===== src/rtl/lcd_status_reader_if.sv =====
// Request/result and LCD pin bundle for the HD44780 read engine.
// The master side issues requests and models the panel; the slave side is the engine.
interface lcd_status_reader_if;
    logic       req;
    logic       rs_sel;
    logic       poll;
    logic       busy;
    logic       done;
    logic [7:0] rd_data;
    logic       bf;
    logic [6:0] ac;
    logic       timeout;
    logic       bus_owned;
    logic       lcd_rs;
    logic       lcd_rw;
    logic       lcd_e;
    logic [7:0] lcd_data_in;

    modport master (
        output req, rs_sel, poll, lcd_data_in,
        input  busy, done, rd_data, bf, ac, timeout, bus_owned, lcd_rs, lcd_rw, lcd_e
    );

    modport slave (
        input  req, rs_sel, poll, lcd_data_in,
        output busy, done, rd_data, bf, ac, timeout, bus_owned, lcd_rs, lcd_rw, lcd_e
    );
endinterface


===== src/rtl/lcd_status_reader.sv =====
// HD44780 read-side bus engine: RW=1 reads of the BF/AC register or a DDRAM byte,
// with optional re-polling of the status register until the busy flag clears.
module lcd_status_reader #(
    parameter int T_AS      = 3,
    parameter int T_EH      = 12,
    parameter int T_EL      = 12,
    parameter int MAX_POLLS = 255
) (
    input  logic               clk,
    input  logic               reset,
    lcd_status_reader_if.slave bus
);
    localparam int T_MAX1 = (T_AS > T_EH) ? T_AS : T_EH;
    localparam int T_MAX  = (T_MAX1 > T_EL) ? T_MAX1 : T_EL;
    localparam int CNT_W  = $clog2(T_MAX + 1);
    localparam int PC_W   = $clog2(MAX_POLLS + 1);

    typedef enum logic [2:0] {IDLE, SETUP, EHIGH, ELOW, DONE} state_t;

    state_t           state_q;
    logic [CNT_W-1:0] cnt_q;
    logic [PC_W-1:0]  polls_q;
    logic             rs_q;
    logic             poll_q;
    logic             busy_q;
    logic             done_q;
    logic [7:0]       rd_data_q;
    logic             timeout_q;
    logic             lcd_rs_q;
    logic             lcd_rw_q;
    logic             lcd_e_q;

    // cnt_q holds the remaining cycles of the current phase minus one.
    always_ff @(posedge clk) begin
        if (reset) begin
            state_q   <= IDLE;
            cnt_q     <= '0;
            polls_q   <= '0;
            rs_q      <= 1'b0;
            poll_q    <= 1'b0;
            busy_q    <= 1'b0;
            done_q    <= 1'b0;
            rd_data_q <= '0;
            timeout_q <= 1'b0;
            lcd_rs_q  <= 1'b0;
            lcd_rw_q  <= 1'b0;
            lcd_e_q   <= 1'b0;
        end else begin
            done_q <= 1'b0;
            case (state_q)
                IDLE: begin
                    if (bus.req) begin
                        rs_q      <= bus.rs_sel;
                        poll_q    <= bus.poll & ~bus.rs_sel;
                        timeout_q <= 1'b0;
                        polls_q   <= PC_W'(1);
                        cnt_q     <= CNT_W'(T_AS - 1);
                        busy_q    <= 1'b1;
                        lcd_rw_q  <= 1'b1;
                        lcd_rs_q  <= bus.rs_sel;
                        state_q   <= SETUP;
                    end
                end
                SETUP: begin
                    if (cnt_q == '0) begin
                        cnt_q   <= CNT_W'(T_EH - 1);
                        lcd_e_q <= 1'b1;
                        state_q <= EHIGH;
                    end else begin
                        cnt_q <= cnt_q - CNT_W'(1);
                    end
                end
                EHIGH: begin
                    if (cnt_q == '0) begin
                        rd_data_q <= bus.lcd_data_in;
                        cnt_q     <= CNT_W'(T_EL - 1);
                        lcd_e_q   <= 1'b0;
                        state_q   <= ELOW;
                    end else begin
                        cnt_q <= cnt_q - CNT_W'(1);
                    end
                end
                ELOW: begin
                    if (cnt_q != '0) begin
                        cnt_q <= cnt_q - CNT_W'(1);
                    end else if (poll_q && rd_data_q[7] && (polls_q < PC_W'(MAX_POLLS))) begin
                        polls_q <= polls_q + PC_W'(1);
                        cnt_q   <= CNT_W'(T_AS - 1);
                        state_q <= SETUP;
                    end else begin
                        // Poll budget exhausted with the panel still busy.
                        if (poll_q && rd_data_q[7]) timeout_q <= 1'b1;
                        done_q  <= 1'b1;
                        state_q <= DONE;
                    end
                end
                DONE: begin
                    busy_q   <= 1'b0;
                    lcd_rw_q <= 1'b0;
                    lcd_rs_q <= 1'b0;
                    state_q  <= IDLE;
                end
                default: begin
                    busy_q   <= 1'b0;
                    lcd_rw_q <= 1'b0;
                    lcd_rs_q <= 1'b0;
                    lcd_e_q  <= 1'b0;
                    state_q  <= IDLE;
                end
            endcase
        end
    end

    assign bus.busy      = busy_q;
    assign bus.bus_owned = busy_q;
    assign bus.done      = done_q;
    assign bus.rd_data   = rd_data_q;
    assign bus.bf        = rd_data_q[7];
    assign bus.ac        = rd_data_q[6:0];
    assign bus.timeout   = timeout_q;
    assign bus.lcd_rs    = lcd_rs_q;
    assign bus.lcd_rw    = lcd_rw_q;
    assign bus.lcd_e     = lcd_e_q;
endmodule


===== src/flat_wrapper.sv =====
// flat-port wrapper written by rule: the top's interface ports become plain ports
module lcd_status_reader_flat 
#(
    parameter int T_AS      = 3,
    parameter int T_EH      = 12,
    parameter int T_EL      = 12,
    parameter int MAX_POLLS = 255
)
  (clk, reset, bus_req, bus_rs_sel, bus_poll, bus_lcd_data_in, bus_busy, bus_done, bus_rd_data, bus_bf, bus_ac, bus_timeout, bus_bus_owned, bus_lcd_rs, bus_lcd_rw, bus_lcd_e);
  lcd_status_reader_if bus_i ();
  input  logic clk;
  input  logic reset;
  input wire logic [$bits(bus_i.req)-1:0] bus_req;
  input wire logic [$bits(bus_i.rs_sel)-1:0] bus_rs_sel;
  input wire logic [$bits(bus_i.poll)-1:0] bus_poll;
  input wire logic [$bits(bus_i.lcd_data_in)-1:0] bus_lcd_data_in;
  output wire logic [$bits(bus_i.busy)-1:0] bus_busy;
  output wire logic [$bits(bus_i.done)-1:0] bus_done;
  output wire logic [$bits(bus_i.rd_data)-1:0] bus_rd_data;
  output wire logic [$bits(bus_i.bf)-1:0] bus_bf;
  output wire logic [$bits(bus_i.ac)-1:0] bus_ac;
  output wire logic [$bits(bus_i.timeout)-1:0] bus_timeout;
  output wire logic [$bits(bus_i.bus_owned)-1:0] bus_bus_owned;
  output wire logic [$bits(bus_i.lcd_rs)-1:0] bus_lcd_rs;
  output wire logic [$bits(bus_i.lcd_rw)-1:0] bus_lcd_rw;
  output wire logic [$bits(bus_i.lcd_e)-1:0] bus_lcd_e;
  assign bus_i.req = bus_req;
  assign bus_i.rs_sel = bus_rs_sel;
  assign bus_i.poll = bus_poll;
  assign bus_i.lcd_data_in = bus_lcd_data_in;
  assign bus_busy = bus_i.busy;
  assign bus_done = bus_i.done;
  assign bus_rd_data = bus_i.rd_data;
  assign bus_bf = bus_i.bf;
  assign bus_ac = bus_i.ac;
  assign bus_timeout = bus_i.timeout;
  assign bus_bus_owned = bus_i.bus_owned;
  assign bus_lcd_rs = bus_i.lcd_rs;
  assign bus_lcd_rw = bus_i.lcd_rw;
  assign bus_lcd_e = bus_i.lcd_e;
  lcd_status_reader #(.T_AS(T_AS), .T_EH(T_EH), .T_EL(T_EL), .MAX_POLLS(MAX_POLLS)) u_core (.clk(clk), .reset(reset), .bus(bus_i));
endmodule

===== config.mk =====
export PLATFORM = sky130hd
export DESIGN_NAME = lcd_status_reader_flat
export DESIGN_NICKNAME = d
export VERILOG_FILES = /design/src/rtl/lcd_status_reader_if.sv /design/src/rtl/lcd_status_reader.sv /design/src/flat_wrapper.sv
export SDC_FILE = /design/constraint.sdc
export NUM_CORES = 1
export LEC_CHECK = 0
export BUFFER_PORTS_ARGS = -buffer_cell sky130_fd_sc_hd__clkbuf_2
export CAP_MARGIN = 20
export CORE_MARGIN = 5
export CORE_UTILIZATION = 45
export DETAILED_ROUTE_END_ITERATION = 7
export GPL_ROUTABILITY_DRIVEN = 1
export PLACE_DENSITY = 0.79
export SLEW_MARGIN = 40
export SYNTH_ARGS = -nofsm -noshare
export SYNTH_HDL_FRONTEND = slang
export SYNTH_SLANG_ARGS = --single-unit

===== constraint.sdc =====
create_clock -name clk -period 3.1 [get_ports clk]
set_input_delay 0.465 -clock clk [delete_from_list [all_inputs] [get_ports clk]]
set_output_delay 0.465 -clock clk [all_outputs]
set_load 0.01 [all_outputs]

== Word level (Yosys, flattened, before mapping) ==
Index checks and enable logic that the tools add are counted.

* Register bits: 29
* Bits of input ports: 13
* Output and inout port bits: 23
* Logic and storage cells: 77

* $add $sub $neg: 2
* $lt $le $gt $ge: 1
* Equality and inequality tests: 12
* Multiplexer cells: 28
* Bitwise logic cells: 5
* Reduce and logical (&&, ||, !) cells: 19

{| class="wikitable"
|+ Operators with widths
! kind !! number
|-
| 2-to-1 mux 8 bit || 3
|-
| 2-to-1 mux 4 bit || 4
|-
| case mux 8 bit (2 select lines) || 1
|-
| 2-to-1 mux 3 bit || 5
|-
| case mux 3 bit (4 select lines) || 1
|-
| case mux 4 bit (3 select lines) || 1
|-
| 2-to-1 mux 1 bit || 9
|-
| OR reduction 3 bit || 3
|-
| adder 8 x 1 -> 8 bit, second input constant || 1
|-
| < comparator 8 bit, second input constant || 1
|-
| inequality test 2 x 1 -> 1 bit, second input constant || 4
|-
| AND reduction 4 bit || 2
|-
| equality test 3 x 2 -> 1 bit, second input constant || 2
|-
| inequality test 2 bit, second input constant || 3
|-
| case mux 1 bit (2 select lines) || 3
|-
| AND reduction 2 bit || 3
|-
| AND reduction 3 bit || 2
|-
| AND reduction 5 bit || 1
|-
| zero test 4 bit || 1
|-
| NOT 1 bit || 4
|-
| nonzero test 4 bit || 1
|-
| subtractor 4 x 1 -> 4 bit, second input constant || 1
|-
| equality test 3 x 1 -> 1 bit, second input constant || 1
|-
| equality test 3 bit, second input constant || 1
|-
| other kinds (8) || 9
|}

== Depth between registers and ports, before layout ==
* Depth in word-level cells: 5
* Depth in mapped cells: 8
* Depth with buffers taken out: 6

== Worst setup path after synthesis ==
Ideal clock, no wire load.

* Path kind: flip-flop to flip-flop
* From: register u_core.cnt_q[0]
* To: register u_core.polls_q[7]
* Library setup time: 74 ps
* Arrival: 2,019 ps
* Required time: 3,026 ps
* Path slack: 1,006 ps
* Stages on the path, launching flop included: 9
* Path buffers: 2
* Clock period less this slack: 2,094 ps
* Cell sequence: dfxtp_1 -> inv_1 -> ha_1 -> or3b_1 -> buf_2 -> or3_4 -> buf_6 -> or3_1 -> a31oi_1

* Cells in the longest elaborated chain, start to end: 3

{| class="wikitable"
|+ RTL lines
! item !! line !! RTL
|-
| start: declaration || lcd_status_reader.sv:21 || <nowiki>logic [CNT_W-1:0] cnt_q;</nowiki>
|-
| start signal: assignment || lcd_status_reader.sv:57 || <nowiki>cnt_q <= CNT_W'(T_AS - 1);</nowiki>
|-
| start signal: assignment || lcd_status_reader.sv:66 || <nowiki>cnt_q <= CNT_W'(T_EH - 1);</nowiki>
|-
| start signal: assignment || lcd_status_reader.sv:70 || <nowiki>cnt_q <= cnt_q - CNT_W'(1);</nowiki>
|-
| nonzero test 4 bit || lcd_status_reader.sv:84 || <nowiki>if (cnt_q != '0) begin</nowiki>
|-
| inequality test 2 bit (no source line) || n/a ||
|-
| AND reduction 4 bit (no source line) || n/a ||
|-
| end signal: assignment || lcd_status_reader.sv:87 || <nowiki>polls_q <= polls_q + PC_W'(1);</nowiki>
|-
| end: declaration || lcd_status_reader.sv:22 || <nowiki>logic [PC_W-1:0] polls_q;</nowiki>
|}

Every way passes these cells.
A chain may end at the register's enable or synchronous reset.

== Worst setup path after layout ==
* From: register u_core.cnt_q[1]
* To: register u_core.rd_data_q[6] (netlist: u_core.bus.rd_data[6])

* Cells in the longest elaborated chain, start to end: 2

{| class="wikitable"
|+ RTL lines
! item !! line !! RTL
|-
| zero test 4 bit || lcd_status_reader.sv:74 || <nowiki>if (cnt_q == '0) begin</nowiki>
|-
| AND reduction 2 bit (no source line) || n/a ||
|-
| end signal: assignment || lcd_status_reader.sv:75 || <nowiki>rd_data_q <= bus.lcd_data_in;</nowiki>
|-
| end: declaration || lcd_status_reader.sv:27 || <nowiki>logic [7:0] rd_data_q;</nowiki>
|}

Every way passes these cells.

==> out/summary.md <==
Timing
- Worst Skew: 0.00997 ns
- Period Utilization, post-route: 73.5%
- transition time of the tightest slew-check pin: 0.806 ns
- worst hold slack: 0.370 ns
- Fmax: 0.439 GHz
- final hold vios: 0
- max-slew violation count: 0
- final period demand of the worst path: 2.28 ns
- Fin Setup TNS: 0 ns
- RSZ-0062 raised after global routing: false
- Rel. slew slack: 45.9%
- Setup-failing EPs final: 0

Global routing
- initial antenna violation count: 0
- first-pass GRT wire length: 5280 um
- vias in the first global route: 1149
- largest net degree at the start of global routing: 30
- overall fraction of global-route tracks in use: 15.1%
- leftover overflow at the end of global routing: 0

Floorplanning
- I/O pin count: 36
- area of the core: 0.00328 mm^2
- initial standard-cell utilization of the core: 45.9%
- Row Count: 21
- width of the die: 67.9 um
- die area: 0.00461 mm^2
- die span in y: 67.9 um

Logic synthesis
- total number of yosys warnings: 0
- proportion of register bits with asynchronous set or reset after synthesis: 0%
- number of distinct library cell variants in the gate-level netlist after synthesis: 42
- number of synthesized flops with an enable pin: 0
- sequential area share after synthesis: 38.5%
- Mapped Cells: 177
- cell area after technology mapping: 0.00151 mm^2
- syn_area_per_cell: 8.52 um^2
- number of synthesized register bits: 29
- flip-flop cell with the highest count after synthesis: dfxtp_1
- total nets after synthesis: 193

Placement
- HPWL after detailed placement: 2370 um
- routability congestion estimate from global placement: 0.904
- Buffers on Ports: 35

Drt
- overall via count from detail_route: 1351
- First DRT Iteration DRCs: 118
- post-route DRC violation count: 0
- average wire per cell in the routed design: 13.2 um
- final antenna-violating net count: 0
- number of optimization iterations in the first detailed-route pass: 5
- routed wire length: 3280 um
- DR vias/cell: 5.45

Final layout
- layout cells sized above 1: 21.8%
- area added between synthesis and finish: 11.3%
- post-layout net count: 217
- final antenna diode count: 0
- leading cell types in the layout, fill and taps excluded: clkbuf_2, dfxtp_1, nor2_1, nand2_1, a21oi_1
- most common cell after layout, fill and taps aside: clkbuf_2

Worst setup path
- Setup crit end kind: flop
- CP Max Fanout: 8
- required time of the worst setup path: 3.30 ns
- WP data arrival: 2.48 ns
- worst reg2reg path startpoint: u_core.cnt_q[1]
- FF-to-FF End: u_core.bus.rd_data[6]
- Worst R2R Path Depth: 6
- type of element launching the critical path: flop
- worst-case register-to-register setup slack: 0.82 ns
- CP cell instances: inv_1, ha_1, nor3b_1, nand4_1, mux2i_1, nor2_1
- Crit Path Category: flop to flop
- highest-delay cell along the critical path: nand4_1
- highest cell delay on the worst timing path: 0.58 ns

Worst hold path
- Hold EP: u_core.bus.rd_data[2]
- Worst Min Path Start: bus_lcd_data_in[2]
- path class of the lowest-slack min-delay path: input port to flop
- number of cells on the worst hold path: 3

Clock tree
- post-CTS repair timing setup buffer count: 0
- number of buffers inserted during clock tree synthesis: 5
- number of buffers between clock root and the deepest sink: 2
- CTS H-Tree Depth: 2
- TritonCTS clock tree: done
- later-pin clock latency in the skew report: 0.33 ns
- Worst-path clk slew: 0.09 ns
- number of cells upsized or downsized after cts: 0
- number of sinks driven by the clock tree: 29
- CTS root buffer: clkbuf_4
- number of hold buffers added after CTS: 0

Status
- run status: finished clean

Run
- maximum capacitance violations: 0

Pwr
- total power per unit cell area: 689 mW/mm^2
- Worst VDD drop: 0.395 mV
- total leakage power: 0.721 nW

[critical path: cells and delay by family (launching register included)]
kind	cells	cell delay, ns
buffers and inverters	1	0.12
AND/OR/NAND/NOR	3	1.18
multiplexers	1	0.33
flip-flops	1	0.32
adder cells (fa/ha/maj)	1	0.19
[metal layers]
layer | global-route usage, % | routed length [um] | share of wire (%) | vias up
li1 | - | - | - | 697
met1 | 21.1 | 1630 | 50 | 605
met2 | 20.9 | 1420 | 43 | 44
met3 | 4.11 | 161 | 4.9 | 5
met4 | 8.19 | 64 | 2.0 | 0
met5 | 0 | 0 | 0 | -
[through the flow]
step / cell area (um^2) / setup WS [ns] / cells / util (%) / total power, mW
2_1_floorplan: 1510 / 1.01 / 177 / - / 0.863
3_3_place_gp: 1630 / 0.897 / 240 / 49.5 / 0.937
3_5_place_dp: 1630 / 0.815 / 240 / 49.5 / 0.946
4_1_cts: 1680 / 0.808 / 248 / 51.1 / 1.16
5_1_grt: 1680 / 0.543 / 248 / 51.1 / 1.25
6_report: 1680 / 0.821 / 248 / 51.1 / 1.16
[how the worst max path moves through the flow]
stage / startpoint / end / slack (ns) / depth (start not counted)
finish: u_core.cnt_q[1] / u_core.bus.rd_data[6] / 0.82 / 6
global route: u_core.cnt_q[1] / u_core.bus.rd_data[6] / 0.54 / 6
CTS: u_core.cnt_q[1] / u_core.bus.rd_data[6] / 0.81 / 6
detailed placement: u_core.cnt_q[1] / u_core.bus.rd_data[6] / 0.82 / 6
global placement: u_core.cnt_q[0] / u_core.bus.rd_data[1] / 0.90 / 6
floorplan: u_core.cnt_q[0] / u_core.polls_q[7] / 1.01 / 8
[registers in the layout, summed over array words and instances (netlist names)]
signal / flops
u_core.bus.bus_owned: 1
u_core.bus.done: 1
u_core.bus.lcd_e: 1
u_core.bus.lcd_rs: 1
u_core.bus.rd_data: 8
u_core.bus.timeout: 1
u_core.cnt_q: 4
u_core.poll_q: 1
u_core.polls_q: 8
u_core.state_q: 3
[power by group]
| part | switching [mW] | internal (mW) | total, mW | leakage [nW] |
|---|---|---|---|---|
| combinational | 0.251 | 0.180 | 0.430 | 0.453 |
| sequential | 0.0740 | 0.436 | 0.510 | 0.236 |
| clock | 0.131 | 0.0862 | 0.217 | 0.0320 |
[cell families after synthesis]
logic type | after synthesis | share of synthesized area [%]
simple gates | 68 | 23.7
compound gates | 42 | 19.5
xor+xnor | 1 | 0.581
buf+inv | 25 | 9.29
fa+ha+maj | 3 | 2.49
flops | 29 | 38.5
mux | 9 | 5.98
[cell usage after synthesis, drive strengths merged, types with 3 or more instances]
cell type | n | area [um^2]
clkbuf | 6 | 22.5
ha | 3 | 37.5
nand4 | 3 | 18.8
nor3 | 6 | 30.0
nor2 | 15 | 56.3
inv | 7 | 26.3
o211ai | 8 | 60.1
dfxtp | 29 | 581
mux2i | 9 | 90.1
a21oi | 12 | 60.1
o21ai | 3 | 15.0
nand3 | 8 | 40.0
or3 | 4 | 30.0
a31oi | 6 | 37.5
nand2 | 15 | 56.3
nor4 | 4 | 25.0
buf | 12 | 91.3
[final cells by class]
type                            instances  area [um^2]
Clock buffer                            6         41.3
Multi-Input combinational cell        123          787
Sequential cell                        29          581
Tap cell                               46         57.6
Clock inverter                          2         10.0
Timing Repair Buffer                   35          175
Inverter                                7         26.3
Fill cell                             331         1610
Power figures use the tool's default switching activity.
